`src/rtl/gpo_pad_ctrl_pkg.sv`:
```
// gpo_pad_ctrl_pkg: shared FSM state, pad mode encodings and default sequencing delays for gpo_pad_ctrl.
package gpo_pad_ctrl_pkg;
  typedef enum logic [1:0] {S_OFF, S_DRAIN, S_BIAS, S_ON} state_t;
  localparam logic [1:0] MODE_PP  = 2'b00;
  localparam logic [1:0] MODE_OD  = 2'b01;
  localparam logic [1:0] MODE_OS  = 2'b10;
  localparam logic [1:0] MODE_PWM = 2'b11;
  localparam int BIAS_WAIT_DEF = 16;
  localparam int OFF_WAIT_DEF  = 4;
endpackage

```
`src/rtl/gpo_pwm_gen.sv`:
```
// gpo_pwm_gen: PWM counter 0..period with duty compare; counter held at 0 while not running.
module gpo_pwm_gen #(
  parameter int W = 8
) (
  input  logic         clk_i,
  input  logic         rst_i,
  input  logic         run_i,
  input  logic [W-1:0] period_i,
  input  logic [W-1:0] duty_i,
  output logic         pwm_o
);
  logic [W-1:0] cnt;
  always_ff @(posedge clk_i or posedge rst_i)
    if (rst_i) cnt <= '0;
    else cnt <= (!run_i || cnt >= period_i) ? '0 : cnt + 1'b1;
  assign pwm_o = (period_i != '0) && (cnt < duty_i);
endmodule

```
`src/rtl/gpo_pad_ctrl.sv`:
```
// gpo_pad_ctrl: GPIO output pad sequencer (drain / bias-wait / on) with registered pad controls.
// Optional PWM output mode is built only when GPO_PAD_CTRL_PWM_EN is defined.
module gpo_pad_ctrl
  import gpo_pad_ctrl_pkg::*;
#(
  parameter int BIAS_WAIT_CYC = BIAS_WAIT_DEF,
  parameter int OFF_WAIT_CYC  = OFF_WAIT_DEF,
  parameter int PWM_W         = 8
) (
  input  logic             clk_i,
  input  logic             rst_i,
  input  logic             en_i,
  input  logic             data_i,
  input  logic [1:0]       ds_i,
  input  logic             sr_i,
  input  logic             co_i,
  input  logic [1:0]       mode_i,
  input  logic             vbias_ok_i,
  input  logic [PWM_W-1:0] pwm_period_i,
  input  logic [PWM_W-1:0] pwm_duty_i,
  output logic             do_o,
  output logic [1:0]       ds_o,
  output logic             sr_o,
  output logic             co_o,
  output logic             oe_o,
  output logic             odp_o,
  output logic             odn_o,
  output logic             busy_o,
  output logic             fault_o
);
  localparam int MAXW = (BIAS_WAIT_CYC > OFF_WAIT_CYC) ? BIAS_WAIT_CYC : OFF_WAIT_CYC;
  localparam int CW = $clog2(MAXW + 2);
  localparam logic [CW-1:0] BIAS_LD = CW'(BIAS_WAIT_CYC);
  localparam logic [CW-1:0] OFF_LD  = CW'(OFF_WAIT_CYC);
  state_t state, nxt;
  logic [1:0] mode_q, ds_p, mode_p, nxt_ds, nxt_mode, nxt_dsp, nxt_modep;
  logic [CW-1:0] cnt, nxt_cnt;
  logic set_fault, chg, on, drv;
  assign chg = (ds_i != ds_o) || (mode_i != mode_q);
  always_comb begin
    nxt = state;
    nxt_ds = ds_o;
    nxt_mode = mode_q;
    nxt_dsp = ds_p;
    nxt_modep = mode_p;
    nxt_cnt = cnt;
    set_fault = 1'b0;
    if (!en_i) begin
      nxt = S_OFF;
      nxt_cnt = '0;
    end else begin
      unique case (state)
        S_OFF: begin
          nxt_ds = ds_i;
          nxt_mode = mode_i;
          nxt = (ds_i == 2'b00) ? S_ON : S_BIAS;
          nxt_cnt = (ds_i == 2'b00) ? '0 : BIAS_LD;
        end
        S_ON: begin
          if (chg) begin
            nxt = S_DRAIN;
            nxt_dsp = ds_i;
            nxt_modep = mode_i;
            nxt_cnt = OFF_LD;
          end else if (ds_o != 2'b00 && !vbias_ok_i) begin
            set_fault = 1'b1;
            nxt = S_BIAS;
            nxt_cnt = BIAS_LD;
          end
        end
        S_BIAS: begin
          if (chg) begin
            nxt = S_DRAIN;
            nxt_dsp = ds_i;
            nxt_modep = mode_i;
            nxt_cnt = OFF_LD;
          end else if (!vbias_ok_i) nxt_cnt = BIAS_LD;
          else if (cnt <= CW'(1)) begin
            nxt = S_ON;
            nxt_cnt = '0;
          end else nxt_cnt = cnt - 1'b1;
        end
        S_DRAIN: begin
          if (ds_i != ds_p || mode_i != mode_p) begin
            nxt_dsp = ds_i;
            nxt_modep = mode_i;
            nxt_cnt = OFF_LD;
          end else if (cnt <= CW'(1)) begin
            // new drive strength is applied only now, with the pad still disabled
            nxt_ds = ds_p;
            nxt_mode = mode_p;
            nxt = (ds_p == 2'b00) ? S_ON : S_BIAS;
            nxt_cnt = (ds_p == 2'b00) ? '0 : BIAS_LD;
          end else nxt_cnt = cnt - 1'b1;
        end
      endcase
    end
  end
  assign on = (nxt == S_ON);
`ifdef GPO_PAD_CTRL_PWM_EN
  logic pwm;
  gpo_pwm_gen #(.W(PWM_W)) u_pwm (
    .clk_i(clk_i),
    .rst_i(rst_i),
    .run_i(on && nxt_mode == MODE_PWM),
    .period_i(pwm_period_i),
    .duty_i(pwm_duty_i),
    .pwm_o(pwm)
  );
  assign drv = (nxt_mode == MODE_PWM) ? pwm : data_i;
`else
  logic unused_pwm;
  assign unused_pwm = ^{pwm_period_i, pwm_duty_i};
  assign drv = data_i;
`endif
  always_ff @(posedge clk_i or posedge rst_i)
    if (rst_i) begin
      state <= S_OFF;
      mode_q <= MODE_PP;
      ds_p <= 2'b00;
      mode_p <= MODE_PP;
      cnt <= '0;
      ds_o <= 2'b00;
      do_o <= 1'b0;
      sr_o <= 1'b0;
      co_o <= 1'b0;
      oe_o <= 1'b0;
      odp_o <= 1'b0;
      odn_o <= 1'b0;
      busy_o <= 1'b0;
      fault_o <= 1'b0;
    end else begin
      state <= nxt;
      mode_q <= nxt_mode;
      ds_p <= nxt_dsp;
      mode_p <= nxt_modep;
      cnt <= nxt_cnt;
      ds_o <= nxt_ds;
      do_o <= on && drv;
      sr_o <= sr_i;
      co_o <= co_i;
      oe_o <= on;
      odp_o <= on && nxt_mode == MODE_OS;
      odn_o <= on && nxt_mode == MODE_OD;
      busy_o <= (nxt == S_DRAIN) || (nxt == S_BIAS);
      fault_o <= (nxt != S_OFF) && (fault_o || set_fault);
    end
endmodule

```
`config.mk`:
```
export PLATFORM = sky130hd
export DESIGN_NAME = gpo_pad_ctrl
export DESIGN_NICKNAME = d
export VERILOG_FILES = /design/src/rtl/gpo_pad_ctrl_pkg.sv /design/src/rtl/gpo_pwm_gen.sv /design/src/rtl/gpo_pad_ctrl.sv
export SDC_FILE = /design/constraint.sdc
export NUM_CORES = 1
export LEC_CHECK = 0
export CORE_UTILIZATION = 47
export DETAILED_ROUTE_END_ITERATION = 7
export GPL_TIMING_DRIVEN = 1
export PLACE_DENSITY = 0.79
export SETUP_SLACK_MARGIN = 0.2
export SLEW_MARGIN = 40
export SYNTH_ARGS = -nofsm -noshare
export SYNTH_HDL_FRONTEND = slang
export SYNTH_SLANG_ARGS = --single-unit
```
`constraint.sdc`:
```
create_clock -name clk_i -period 2.8 [get_ports clk_i]
set_input_delay 0.28 -clock clk_i [delete_from_list [all_inputs] [get_ports clk_i]]
set_output_delay 0.28 -clock clk_i [all_outputs]
set_load 0.05 [all_outputs]
```
Word-level counts from Yosys, hierarchy flattened:

Cells that the tools add are included.

* latch bits: 0
* flip-flop bits (word level): 23
* RAM bits: 0
* memory bits (read-only): 0
* memories kept: 0

* reductions and logical operators: 20
* equality and inequality tests: 17
* shifts and indexed selects: 0
* order comparisons: 1
* multiply operators: 0
* bitwise gates (word level): 0
* div/mod/pow operators: 0
* add/subtract/negate cells: 1
* multiplexer cells: 39

Operators with widths (count)
* $mux 5: 10
* $mux 2: 17
* $pmux 5 s4: 1
* $pmux 2 s2: 4
* $eq 2x2->1 const B: 5
* $ne 2x2->1: 4
* $pmux 2 s4: 1
* $reduce_and 4->1: 2
* $reduce_bool 2->1: 4
* $eq 2x1->1 const B: 3
* $logic_not 2->1: 3
* $mux 1: 6
* $ne 2x2->1 const B: 3
* $le 5x1->1 const B: 1
* $logic_and 1x1->1: 5
* $sub 5x1->5 const B: 1
* $logic_or 1x1->1: 4
* $ne 4x4->1 const B: 1
* $ne 2x1->1 const B: 1
* $reduce_or 2->1: 1
* $logic_not 1->1: 1

Depth between registers and ports, before layout:

Gate-level depths: netlist of run 1.

* word-level depth: 8
* gate-level depth with buffers: 11
* depth with buffers taken out: 10

Worst setup path after synthesis of run 1:

Ideal clock, no wire load.

* path type: register to register
* start point: register cnt[1]
* end point: register odp_o
* path buffers: 1
* clock period less this slack: 1964 ps
* library setup time: 128 ps
* data arrival time: 1836 ps
* slack: 836 ps
* cell stages (with the launch flop): 12
* path through: dfrtp_1 > inv_1 > ha_1 > o21bai_2 > nand2_2 > or2_1 > buf_6 > o21a_1 > o21a_1 > ha_1 > inv_1 > nor3b_1

* cells in the longest elaborated chain, start to end: 8
* elaborated cells between the ends (all ways): 15

RTL lines
* start, declared: line gpo_pad_ctrl.sv:37 `logic [CW-1:0] cnt, nxt_cnt;`
* start signal, assigned: line gpo_pad_ctrl.sv:137 `cnt <= nxt_cnt;`
* $le 5x1->1 *: line gpo_pad_ctrl.sv:78, gpo_pad_ctrl.sv:88
* $mux 2: line gpo_pad_ctrl.sv:78 `else if (cnt <= CW'(1)) begin`
* $mux 2: line gpo_pad_ctrl.sv:77 `end else if (!vbias_ok_i) nxt_cnt = BIAS_LD;`
* $mux 2: line gpo_pad_ctrl.sv:72 `if (chg) begin`
* $pmux 2 s4 *: line gpo_pad_ctrl.sv:52 `unique case (state)`
* $mux 2 *: line gpo_pad_ctrl.sv:48 `if (!en_i) begin`
* via nxt[0]: line gpo_pad_ctrl.sv:35 `state_t state, nxt;`
* $eq 2x2->1 *: line gpo_pad_ctrl.sv:99 `assign on = (nxt == S_ON);`
* via on: line gpo_pad_ctrl.sv:38 `logic set_fault, chg, on, drv;`
* $logic_and 1x1->1 *: line gpo_pad_ctrl.sv:143 `odp_o <= on && nxt_mode == MODE_OS;`
* end signal, assigned: line gpo_pad_ctrl.sv:128 `odp_o <= 1'b0;`
* end signal, assigned: line gpo_pad_ctrl.sv:143
* end, declared: line gpo_pad_ctrl.sv:26 `output logic odp_o,`

Mark *: on every way through the listed nets, which the timed path passes. The rest lies on a longest branch.
A chain may end at the register's enable or synchronous reset.

Final worst setup path of run 1:

* start point: input ds_i[1]
* end point: register odp_o

* cells in the longest elaborated chain, start to end: 7
* elaborated cells between the ends (all ways): 17

RTL lines
* start, declared: line gpo_pad_ctrl.sv:14 `input logic [1:0] ds_i,`
* $ne 2x2->1 (on tied branches): line gpo_pad_ctrl.sv:84, gpo_pad_ctrl.sv:39
* $logic_or 1x1->1 (on tied branches): line gpo_pad_ctrl.sv:84, gpo_pad_ctrl.sv:39
* $mux 2 (on tied branches): line gpo_pad_ctrl.sv:84, gpo_pad_ctrl.sv:72, gpo_pad_ctrl.sv:60
* $pmux 2 s4 *: line gpo_pad_ctrl.sv:52
* $mux 2 *: line gpo_pad_ctrl.sv:48
* via nxt[0]: line gpo_pad_ctrl.sv:35
* $eq 2x2->1 *: line gpo_pad_ctrl.sv:99
* via on: line gpo_pad_ctrl.sv:38
* $logic_and 1x1->1 *: line gpo_pad_ctrl.sv:143

Marks and branches as above.

==> results.md, run 1 <==
* Post-DP Area at 1500 sq um
* Combinational power share at about 47%
* Final setup viols at 0
* Flop2flop setup slack at 0.64 ns
* Least-Margin Pin Slew at 0.507 ns
* Full die area at 2970 sq um
* Leakage Power at 0.630 nW
* CP max stage delay at between 0.5 and 0.6 ns
* Global-route wire length before repair at 4400 um
* Post-synth cell types at 39
* Buf/Inv on CP at 2
* Crit path top cell by count: o21a_1
* Number of diodes at 0
* Post-CTS Hold Buffers at 0
* Status: complete, no violations
* Path depth of the worst reg2reg path at 10
* Synth Area per Inst at between 9 and 10 sq um
* Total track usage at 21.0%
* Slowest cell on the critical path: clkdlybuf4s50_1
* Total core area at between 2000 and 3000 sq um
* Gate Count Post-Synth at roughly 130
* Number of global-route vias before repair at just over 1,000
* Vias per inst at around 5.8
* Reg power frac at between 40 and 50%
* CTS resizes at 0
* Crit start category: primary input
* Final Util at between 60% and 70%
* Max Root-Sink Buffers at 2
* Io pins at 37
* Yosys warning total at 0
* Worst path top cell family by delay: buffers and inverters
* Crit-path max FO at 6
* # port buffers at 20
* Post-detailed-route wirelength per cell at ~14 um
* Total clock buffers created by CTS at 3
* Mapped Area at around 1300 sq um
* Placer Congestion at approximately 0.95
* # H-tree levels at 1
* Flops & latches, synth at 23
* Hold slack at 0.285 ns
* Clock network fraction of total power at a little under an eighth
* Post-layout nets at between 150 and 200
* Final worst path period share at 77.7%
* Global routing's busiest layer: met2
* Clock root buffer: clkbuf_4
* CTS Sinks at 23
* Hold Fails Final Rpt at 0
* Reg-to-reg critical path endpoint: odp_o
* Die W at between 50 and 60 um
* Met1 Use GR at roughly a quarter
* Routed Antenna Nets at 0
* Relative slew margins at between 60% and 70%
* Setup Buffers After CTS at 0
* Worst Path Arrival at ~2.4 ns
* Area Overhead vs Synth at 17.9%
* Worst skew pair latency at 0.31 ns
* Pwr/cell area at roughly 860 nW/um^2
* Switching power at between 0.5 and 0.6 mW
* Final Max Tran Viols at 0
* Drt pass-1 iters at 4
* DRT iter0 DRCs at 42
* GRT met2 Usage at approximately 37%
* Largest net degree at the start of global routing at 24
* GRT overflow at 0
* DRC at 0
* Setup ws final at approximately 0.62 ns
* Site row count at 18
* Clk slew on worst S/H paths at 0.13 ns
* Hold Path Class: in2async
* WL final at 2560 um
* Post-place setup slack at 0.310 ns
* CP Launch Point: ds_i[1]
* Worst Clk Skew at 0.00989 ns
* Met3 usage at under 10%
* Final Critical Period at between 2 and 2.5 ns
* Worst path cell trace: clkdlybuf4s50_1, xnor2_1, nand4_2, or2_1, o21a_1, o21a_1, ha_1, inv_1, nor3b_1
* Cell-internal power at between 0.7 and 0.8 mW
* VDD IR max at between 0.6 and 0.7 mV
* Max Cap Violations at 0
* Unrepaired setup endpoints after global routing: false
* Crit. End Element: register
* Switching portion of total power at between 40% and 50%
* Initial Util at around 51%
* Initial antenna violation count at 0
* Cell count along the critical path at 9
* Reg-to-Reg Start: cnt[1]
* Share of cells above drive strength 1 at roughly an eighth
* Register area share after synthesis at between 40% and 50%
* CTS tree: built
* Setup tns final at 0 ns
* Syn Nets at about 170
* CP required at approximately 3.0 ns
* Die Height at 54.5 um
* Vias at ~1,100
* Post-route design area at between 1500 and 2000 sq um
* FMAX at between 0.4 and 0.5 GHz
* DP HPWL at 2000 um
* Setup CP Type: in2reg
-- power by group through the flow --
stage,combinational [mW],sequential (mW),clock [mW]
floorplan,0.392,0.613,0
global placement,0.602,0.537,0
detailed placement,0.616,0.544,0
CTS,0.619,0.537,0.157
global route,0.672,0.552,0.168
finish,0.620,0.537,0.151
-- worst max path at each step --
stage,slack (ns),to
after floorplan,0.84,odp_o
after global placement,0.37,odp_o
after detailed placement,0.31,odp_o
after CTS,0.64,odp_o
after global routing,0.47,odp_o
final,0.62,odp_o
-- registers in the layout (all words and copies together) (netlist names) --
register	count
mode_p	2
odn_o	1
ds_o	2
state	2
odp_o	1
cnt	5
ds_p	2
mode_q	2
busy_o	1
do_o	1
co_o	1
sr_o	1
fault_o	1
oe_o	1
-- Yosys cell counts (all sizes together) --
cell type	instances	area, sq um
a211oi	1	7.51
a21o	2	16.3
a21oi	6	30.0
a311o	1	10.0
a31oi	1	6.26
a41oi	1	8.76
and2	1	6.26
buf	2	22.5
clkbuf	3	11.3
dfrtp	23	576
ha	4	50.1
inv	6	22.5
mux2	6	67.6
nand2	19	73.8
nand2b	1	6.26
nand3	4	20.0
nand3b	1	7.51
nand4	2	18.8
nor2	11	41.3
nor2b	2	12.5
nor3	5	36.3
nor3b	2	20.0
o2111ai	1	8.76
o211ai	2	15.0
o21a	2	15.0
o21ai	8	40.0
o21bai	1	11.3
o221ai	1	8.76
o311ai	1	8.76
o31ai	1	7.51
or2	1	6.26
or2b	1	7.51
or3b	1	8.76
xnor2	10	87.6
-- area by class of cell --
class / instances / area [sq um]
clock buffers: 3 / 22.5
repair buffers: 20 / 200
well taps: 30 / 37.5
fillers: 218 / 1020
flip-flops and latches: 23 / 576
clock inverters: 1 / 5.00
multi-input cells: 100 / 664
inverters: 6 / 22.5
-- through the flow --
stage,cells,power [mW]
floorplan,134,1.01
CTS,183,1.31
global route,183,1.39
finish,183,1.31
global placement,179,1.14
detailed placement,179,1.16
-- per-layer routing --
layer / up-vias / wire, um
met5: - / 0
met4: 0 / 46
met3: 6 / 120
met2: 40 / 1330
met1: 507 / 1070
li1: 509 / -
-- placed cells by master, fill, tap and decap left out, types with 2 or more instances in the layout --
cell             instances
dfrtp_1                 23
clkdlybuf4s50_1         20
nand2_1                 18
nor2_1                  11
xnor2_1                 10
o21ai_0                  8
a21oi_1                  6
mux2_2                   6
inv_1                    5
nor3_1                   4
nand3_1                  4
ha_1                     4
clkbuf_4                 3
o211ai_1                 2
nor2b_1                  2
o21a_1                   2
-- logic make-up after synthesis --
| logic type | count (synthesis) | share of synthesized area (%) |
|---|---|---|
| AO/OA/AOI/OAI | 29 | 15.0 |
| XOR/XNOR | 10 | 6.76 |
| adder cells (fa/ha/maj) | 4 | 3.86 |
| buffers and inverters | 11 | 4.34 |
| flip-flops | 23 | 44.4 |
| multiplexers | 6 | 5.21 |
| AND/OR/NAND/NOR | 51 | 20.5 |
(Power assumes the default switching activity.)
==> run 2, diff against run 1 <==
CORE_UTILIZATION = 42   (was 47)
PLACE_DENSITY = 0.75   (was 0.79)
clock period = 1.9 ns   (was 2.8 ns; I/O delays follow)
==> run 2 against run 1 <==
  * The flow now finishes with violations (setup timing)
  * Die area is 11% higher
  * Flip-flop and latch count unchanged
  * Hold slack worse by 0.17 ns
  * Final cell count is 20% higher
  * Worst setup slack got worse by 0.65 ns
  * Largest power group unchanged
==> results.md, run 2 (synthesized netlist as in run 1, its figures left out) <==
* Status: complete, but fails checks (was complete, no violations)
* Flop2flop setup slack at -0.03 ns (was 0.64 ns)
* Post-route design area at 2000 sq um (was 1530 sq um)
* Placer Congestion at 0.873 (was 0.954)
* Relative slew margins at 65.5% (was 66.1%)
* Die Height at 57.6 um (was 54.5 um)
* Met2 WL at 1820 um (was 1330 um)
* Met3 wire len at 138 um (was 120 um)
* Flip-flop count of the largest register after layout at 5 (unchanged)
* Pwr/cell area at 1180 nW/um^2 (was 855 nW/um^2)
* Worst skew pair latency at 0.32 ns (was 0.31 ns)
* Total core area at 2830 sq um (was 2540 sq um)
* Top Metal Used: met4 (unchanged)
* Area Overhead vs Synth at 54.4% (was 17.9%)
* Reg-to-reg critical path endpoint: odn_o (was odp_o)
* Die W at 57.6 um (was 54.5 um)
* Failing checks: setup timing
* Hold Path Class: in2async (unchanged)
* FMAX at between 0.5 and 0.6 GHz
* Most common cell after layout, fill and taps aside: buf_4 (was dfrtp_1)
* Worst path cell trace: buf_6, o21bai_4, nand2_2, or2_4, o21a_1, o21a_1, ha_2, inv_2, nor3b_2 (was clkdlybuf4s50_1, xnor2_1, nand4_2, or2_1, o21a_1, o21a_1, ha_1, inv_1, nor3b_1)
* Number of fill cells in the layout at 183 (was 218)
* Setup CP Type: reg2reg (was in2reg)
* CTS Sinks at 23 (unchanged)
* Cell count along the critical path at 9 (unchanged)
* CP max stage delay at 0.47 ns (was 0.59 ns)
* Hold Fails Final Rpt at 0 (unchanged)
* Initial Util at 45.8% (was 50.9%)
* GRT overflow at 0 (unchanged)
* Path depth of the worst reg2reg path at 9 (was 10)
* CP required at 2.12 ns (was 3.00 ns)
* Io pins at 37 (unchanged)
* Post-layout nets at 221 (was 185)
* Unrepaired setup endpoints after global routing: true (was false)
* Worst path top cell family by delay: compound AO/OA/AOI/OAI gates (was buffers and inverters)
* Setup tns final at -0.0724 ns (was 0 ns)
* Number of global-route vias before repair at 1,234 (was 1,034)
* Worst Clk Skew at 0.0114 ns (was 0.00989 ns)
* Largest reg by FF count: cnt (unchanged)
* Max Cap Violations at 0 (unchanged)
* Crit-path max FO at 5 (was 6)
* WL met1 at 1390 um (was 1070 um)
* Global-route wire length before repair at 5500 um (was 4400 um)
* Site row count at 19 (was 18)
* Max Root-Sink Buffers at 2 (unchanged)
* Clock root buffer: clkbuf_4 (unchanged)
* Crit start category: register (was primary input)
* Final worst path period share at 101%
* Reg-to-Reg Start: cnt[0] (was cnt[1])
* DRT iter0 DRCs at 25 (was 42)
* Clk slew on worst S/H paths at 0.13 ns (about the same)
* Crit. End Element: register (unchanged)
* DRC at 0 (unchanged)
* Post-CTS Hold Buffers at 0 (unchanged)
* Vias at 1,217 (was 1,062)
* Least-Margin Pin Slew at 0.517 ns (was 0.507 ns)
* Final Max Tran Viols at 0 (unchanged)
* Largest net degree at the start of global routing at 15 (was 24)
* Initial antenna violation count at 0 (unchanged)
* Slowest cell on the critical path: dfrtp_2 (was clkdlybuf4s50_1)
* Leakage Power at 0.991 nW (was 0.630 nW)
* Final Util at 70.8% (was 60.0%)
* VDD IR max at 0.954 mV (was 0.637 mV)
* Post-DP Area at 1750 sq um (was 1500 sq um)
* Total clock buffers created by CTS at 3 (unchanged)
* Post-detailed-route wirelength per cell at 15.6 um (was 14.0 um)
* Final setup viols at 3 (was 0)
* Final Critical Period at between 1.5 and 2 ns
* CTS tree: built (unchanged)
* # H-tree levels at 1 (unchanged)
* # port buffers at 20 (unchanged)
* Routed Antenna Nets at 0 (unchanged)
* Worst Path Arrival at 2.14 ns (was 2.38 ns)
* Most frequent cells in the layout: 32 x buf_4, 20 x dfrtp_1, 18 x nand2_1, 10 x dlymetal6s2s_1, 9 x nor2_1 (was 23 x dfrtp_1, 20 x clkdlybuf4s50_1, 18 x nand2_1, 11 x nor2_1, 10 x xnor2_1)
* DP HPWL at 2470 um (was 2000 um)
* Vias per inst at 5.53 (was 5.80)
* Full die area at 3310 sq um (was 2970 sq um)
* Setup ws final at -0.0255 ns (was 0.624 ns)
* Share of cells above drive strength 1 at 40.2% (was 11.8%)
* Total track usage at 22.3% (was 21.0%)
* Buf/Inv on CP at 2 (unchanged)
* WL final at 3440 um (was 2560 um)
* Drt pass-1 iters at 4 (unchanged)
* Crit path top cell by count: o21a_1 (unchanged)
* Number of diodes at 0 (unchanged)
* Hold slack at 0.119 ns (was 0.285 ns)
## run 2: cell types whose count changed in the layout (fill, tap and decap cells not counted), moves of 4 or more
cell / change
buf_4: +32
clkdlybuf4s50_1: -13
dlymetal6s2s_1: +10
xnor2_1: -5
xnor2_2: +5
buf_6: +4
## run 2: worst max-delay path by stage
| stage | startpoint | to | slack [ns] |
|---|---|---|---|
| floorplan | cnt[1] | odp_o | -0.05 |
| global placement | ds_i[1] | odp_o | -0.19 |
| detailed placement | mode_i[1] | odp_o | -0.25 |
| CTS | cnt[1] | do_o | 0.03 |
| global route | ds_p[0] | odn_o | -0.06 |
| finish | cnt[0] | odn_o | -0.03 |
## run 2: through the flow
step           power (mW)  cells  setup WS, ns
2_1_floorplan        1.49    134       -0.0473
3_3_place_gp         1.89    212        -0.191
3_5_place_dp         1.92    212        -0.248
4_1_cts              2.23    220        0.0322
5_1_grt              2.48    220       -0.0631
6_report             2.36    220       -0.0255
## run 2: timing repair
action | 4_1_cts | 5_1_grt
gates resized for setup | 17 | 33
gates cloned | 0 | 0
endpoints found under the setup margin | 17 | 22
pin swaps | 6 | 6
setup buffers | 4 | 0
## run 2: worst reg2reg max path, delay by kind of cell, from the launching register on
kind / cells / cell delay, ns
AO/OA/AOI/OAI: 3 / 0.56
adder cells (fa/ha/maj): 1 / 0.21
buffers and inverters: 2 / 0.20
flip-flops: 1 / 0.47
AND/OR/NAND/NOR: 3 / 0.38
## run 2: report_power, final
| part | leakage, nW | internal, mW | switching, mW | total, mW |
|---|---|---|---|---|
| combinational | 0.685 | 0.646 | 0.692 | 1.34 |
| sequential | 0.288 | 0.630 | 0.156 | 0.786 |
| clock | 0.0177 | 0.0789 | 0.155 | 0.234 |
| total | 0.991 | 1.35 | 1.00 | 2.36 |
## run 2: cell type report
class                      instances  area [sq um]  area share (%)
clock buffer                       3          22.5            1.13
clock inverter                     1          5.00           0.250
inverter                           6          25.0            1.25
multi-input combinational        100           825            41.2
sequential                        23           579            28.9
tap                               31          38.8            1.94
timing repair buffer              56           507            25.3
## run 2: layer usage
layer / GRT usage [%] / vias up
li1: - / 576
met4: 12.5 / 0
met2: 37.9 / 37
met1: 26.6 / 596
met5: 0 / -
met3: 3.85 / 8
